File: src/rtl/pwm_duty_decoder.sv
// Recovers the 8-bit fan speed from a PWM waveform by counting high samples
// over back-to-back windows of 2**WIDTH clocks and publishing count-1.
module pwm_duty_decoder #(
    parameter int WIDTH       = 8,
    parameter int SYNC_STAGES = 2
) (
    input  logic             clk,
    input  logic             arst,
    input  logic             pwm_in,
    output logic [WIDTH-1:0] duty,
    output logic             duty_valid,
    output logic             duty_changed,
    output logic             signal_lost,
    output logic             busy_sync
);

    localparam int PERIOD = 2 ** WIDTH;
    localparam logic [WIDTH:0] ONE       = {{WIDTH{1'b0}}, 1'b1};
    localparam logic [WIDTH:0] PERIOD_M1 = {1'b0, {WIDTH{1'b1}}};

    typedef enum logic {
        WAIT_EDGE,
        MEASURE
    } state_t;

    state_t                 state;
    logic [SYNC_STAGES-1:0] sync_ff;
    logic                   s;
    logic                   s_prev;
    logic                   rise;
    logic [WIDTH:0]         win_cnt;
    logic [WIDTH:0]         high_cnt;
    logic [WIDTH:0]         timeout;
    logic [WIDTH:0]         hc_final;
    logic [WIDTH-1:0]       new_duty;

    assign s         = sync_ff[SYNC_STAGES-1];
    assign rise      = s & ~s_prev;
    assign busy_sync = (state == WAIT_EDGE);

    always_comb begin
        hc_final = high_cnt + {{WIDTH{1'b0}}, s};
        new_duty = '0;
        if (hc_final != '0) begin
            new_duty = WIDTH'(hc_final - ONE);
        end
    end

    always_ff @(posedge clk or posedge arst) begin
        if (arst) begin
            sync_ff <= '0;
            s_prev  <= 1'b0;
        end else begin
            sync_ff <= {sync_ff[SYNC_STAGES-2:0], pwm_in};
            s_prev  <= s;
        end
    end

    // Window sample 1 is captured on the entry clock; the clock capturing
    // sample PERIOD publishes and clears so the next window follows with no gap.
    always_ff @(posedge clk or posedge arst) begin
        if (arst) begin
            state        <= WAIT_EDGE;
            win_cnt      <= '0;
            high_cnt     <= '0;
            timeout      <= '0;
            duty         <= '0;
            duty_valid   <= 1'b0;
            duty_changed <= 1'b0;
            signal_lost  <= 1'b0;
        end else begin
            duty_valid   <= 1'b0;
            duty_changed <= 1'b0;
            case (state)
                WAIT_EDGE: begin
                    if (rise) begin
                        state    <= MEASURE;
                        high_cnt <= ONE;
                        win_cnt  <= ONE;
                    end else if (timeout == PERIOD_M1) begin
                        state    <= MEASURE;
                        high_cnt <= {{WIDTH{1'b0}}, s};
                        win_cnt  <= ONE;
                    end else begin
                        timeout <= timeout + ONE;
                    end
                end
                MEASURE: begin
                    if (win_cnt == PERIOD_M1) begin
                        duty         <= new_duty;
                        duty_valid   <= 1'b1;
                        duty_changed <= (new_duty != duty);
                        signal_lost  <= (hc_final == '0);
                        high_cnt     <= '0;
                        win_cnt      <= '0;
                    end else begin
                        high_cnt <= hc_final;
                        win_cnt  <= win_cnt + ONE;
                    end
                end
                default: state <= WAIT_EDGE;
            endcase
        end
    end

endmodule

File: config.mk
export PLATFORM = sky130hd
export DESIGN_NAME = pwm_duty_decoder
export DESIGN_NICKNAME = d
export VERILOG_FILES = /design/src/rtl/pwm_duty_decoder.sv
export SDC_FILE = /design/constraint.sdc
export NUM_CORES = 1
export LEC_CHECK = 0
export ABC_AREA = 1
export BUFFER_PORTS_ARGS = -buffer_cell sky130_fd_sc_hd__buf_2
export CORE_AREA = 5 5 104 106
export DETAILED_ROUTE_END_ITERATION = 7
export DIE_AREA = 0 0 109 111
export PLACE_DENSITY = 0.43
export SLEW_MARGIN = 40
export SYNTH_ARGS = -nofsm -noshare
export SYNTH_HDL_FRONTEND = slang
export SYNTH_SLANG_ARGS = --single-unit
File: constraint.sdc
create_clock -name clk -period 6.8 [get_ports clk]
set_clock_uncertainty 0.1 [all_clocks]
set_input_delay 1.02 -clock clk [delete_from_list [all_inputs] [get_ports clk]]
set_output_delay 1.02 -clock clk [all_outputs]
set_load 0.05 [all_outputs]
==> impl_metrics.tcl <==
set metrics [dict create \
    r2r_slack_ns 4.05 \
    yosys_register_bits 42 \
    max-vdd-ir-drop_mv 0.1171 \
    clock_tree_from_tritoncts "done" \
    postRouteWirelength_mm 4.833 \
    initialDrtViolationCount 64 \
    post-route-drc-count 0 \
    critical-path-max-stage-delay_ns 0.47 \
    drv_cap 0 \
    avgViaCountPerCell 4.163 \
    max_clock_freq_ghz 0.3638 \
    die-area_um2 12100 \
    numClockSinks 42 \
    post-cts-setup-buffer-count 0 \
    ant_nets 0 \
    detail_route.wl_per_cell_um 10.81 \
    ys_async_sr_fraction_pct 100.0 \
    crit_top_cell "sky130_fd_sc_hd__nor2_1" \
    hold_path_class "flip-flop to flip-flop" \
    ioPinCount 15 \
    post_synth_and_or_nand_nor_area_fraction_pct 31.97 \
    finalHoldViolCount 0 \
    synthFlopType "sky130_fd_sc_hd__dfrtp_1" \
    core-area_um2 9684 \
    design_power_total_uw 891.2 \
    cts.hold.buffers_added 0 \
    drive_above_1_share_pct 12.10 \
    layout.cells.most_common "sky130_fd_sc_hd__nand2_1" \
    timing_worst_setup_path_type "flip-flop to flip-flop" \
    rr_worst_depth 10 \
    min_delay_path_depth 0 \
    numPortBuffers 14 \
    required_ns 6.93 \
    synth-edff-count 0 \
    row_count 36 \
    syn-num-nets 306 \
    yosysWarnings 0 \
    layout_worst_path_cycle_share_pct 40.43 \
    number_of_global_route_vias_before_repair 1784 \
    fin_crit_ns 2.749 \
    totalNegativeSetupSlack_ns 0 \
    clk_pin_slew_worst_paths_ns 0.09 \
    dominant_combinational_cell_family_by_area_after_synthesis "simple AND/OR/NAND/NOR gates" \
    worstSkewPairLatency_ns 0.30 \
    dp_hpwl_mm 3.535 \
    cts_made_buffers 5 \
    antenna_violations_before_repair 0 \
    synth_seq_area_share_pct 44.54 \
    maximum_net_fanout_on_the_critical_path 21 \
    rsz_0062_raised_after_global_routing "no" \
    synth.mux.area_fraction_pct 0 \
    start_util_pct 24.37 \
    clk_tree_root_cell "sky130_fd_sc_hd__clkbuf_8" \
    antenna_cells 0 \
    layout.cells.most_common_list "85 x sky130_fd_sc_hd__nand2_1, 42 x sky130_fd_sc_hd__dfrtp_1, 39 x sky130_fd_sc_hd__inv_1" \
    syn2layout_area_growth_pct 12.83 \
    worst_setup_path_end_kind "flip-flop" \
    vias 1861 \
    fp.dieW_um 109 \
    clock_tree.buffer_depth 2 \
    status "complete, no violations" \
    critical_path_buf_inv_count 1 \
    power.leakage_nw 1.305 \
    drt-pass1-iter-count 4 \
    crit_path_top_delay_cell "sky130_fd_sc_hd__inv_1" \
    grt_max_degree 43 \
    fillers 1067 \
    worstSetupStartpointType "flip-flop" \
    globalRouteTotalUtil_pct 8.563 \
    pwrdens_nw_per_um2 334.7 \
    final_nets 322 \
    synthXorXnorAreaFrac_pct 4.825 \
    gr-total-overflow 0 \
    synth_adder_area_share_pct 3.181 \
    timing.max_slew.rel_slack_pct 52.39 \
    worst_pin_slew_ns 0.7121 \
    worstReg2RegEnd "timeout[7]$_DFFE_PP0P_" \
    cts-resized-gates 0 \
    worstHoldEndpoint "sync_ff[1]$_DFF_PP0_" \
    critical_path_arrival_ns 2.88 \
    clock_tree.htree_level_count 2 \
    drv_slew 0 \
    fraction_of_the_mapped_netlist_area_in_compound_gates_pct 7.635 \
    critical_path.startpoint "timeout[0]$_DFFE_PP0P_" \
    critical-path-top-delay-family "simple AND/OR/NAND/NOR gates" \
    postSynthAreaPerCell_um2 7.945 \
    setup_violations 0 \
    syn-cell-area_um2 2360 \
    critical_path.cell_chain "ha_1 > nand3_1 > nor2_1 > ha_1 > nor3_2 > inv_1 > nor2_1 > nand3_1 > nor2_1 > xor2_1" \
    synthDistinctLibCells 31 \
    die_h_um 111 \
    syn_inst 297 \
    min_from "sync_ff[0]$_DFF_PP0_" \
    worstReg2RegStart "timeout[0]$_DFFE_PP0P_" \
    first_pass_grt_wire_length_mm 8.349 \
    routabilityCongestion 0.7802 \
]
-- metrics by stage --
step | cell area, µm² | utilization, % | hold WS (ns) | setup WS [ns] | cells
after global routing | 2663 | 27.49 | 0.2615 | 3.779 | 447
final | 2663 | 27.49 | 0.2586 | 4.051 | 447
after global placement | 2572 | 26.56 | 0.2338 | 4.121 | 439
after CTS | 2663 | 27.49 | 0.2589 | 4.035 | 447
after detailed placement | 2572 | 26.56 | 0.2373 | 4.061 | 439
after floorplan | 2360 | - | 0.2312 | 4.661 | 297
-- cell type report --
class,instances,area (µm²),area share (%)
clock buffers,5,68.82,2.585
clock inverters,3,21.27,0.7989
inverters,41,153.9,5.780
multi-input cells,208,1124,42.20
flip-flops and latches,42,1051,39.47
well taps,133,166.4,6.250
repair buffers,15,77.57,2.914
-- registers in the layout, summed over array words and instances (netlist names) --
signal / count
duty: 8
win_cnt: 9
timeout: 9
high_cnt: 9
signal_lost: 1
s_prev: 1
state: 1
duty_changed: 1
duty_valid: 1
sync_ff: 2
-- Yosys cell counts (all sizes together) (5+ instances only) --
cell type / instances / area share, %
nand2: 90 / 15
dfrtp: 42 / 45
inv: 41 / 6.5
nor2: 30 / 6.5
nand3: 24 / 6.2
o21ai: 15 / 3.2
o22ai: 9 / 2.4
xor2: 8 / 3.0
ha: 6 / 3.2
nor3: 6 / 1.5
nand3b: 5 / 1.7
xnor2: 5 / 1.9
-- cell families (layout without fill, tap and decap cells) --
| family | after synthesis | count (layout) |
|---|---|---|
| xor+xnor | 13 | 13 |
| fa+ha+maj | 6 | 6 |
| simple gates | 158 | 158 |
| buf+inv | 47 | 64 |
| compound gates | 31 | 31 |
| flops | 42 | 42 |
-- how the worst max path moves through the flow --
stage                             end  slack (ns)  depth (start not counted)
2_1_floorplan  duty_changed$_DFF_PP0_        4.66                         15
3_3_place_gp   timeout[7]$_DFFE_PP0P_        4.12                         10
3_5_place_dp   timeout[7]$_DFFE_PP0P_        4.06                         10
4_1_cts        timeout[7]$_DFFE_PP0P_        4.03                         10
5_1_grt        timeout[7]$_DFFE_PP0P_        3.78                         10
6_report       timeout[7]$_DFFE_PP0P_        4.05                         10
-- power breakdown --
group	total, mW	switching, mW	internal [mW]
combinational	0.380	0.237	0.143
sequential	0.342	0.0433	0.299
clock	0.169	0.0964	0.0723
-- per-layer routing --
layer  vias to the layer above  routed length, µm  track usage [%]  part of all wire, %
met5                         -                  0                0                    0
met4                         0                 52            2.020                  1.1
met3                         7                127            1.922                  2.6
met2                        18               2201            13.68                   46
met1                       855               2452            11.67                   51
li1                        981                  -                -                    -
Note: power is estimated with default switching activity, not from simulation.
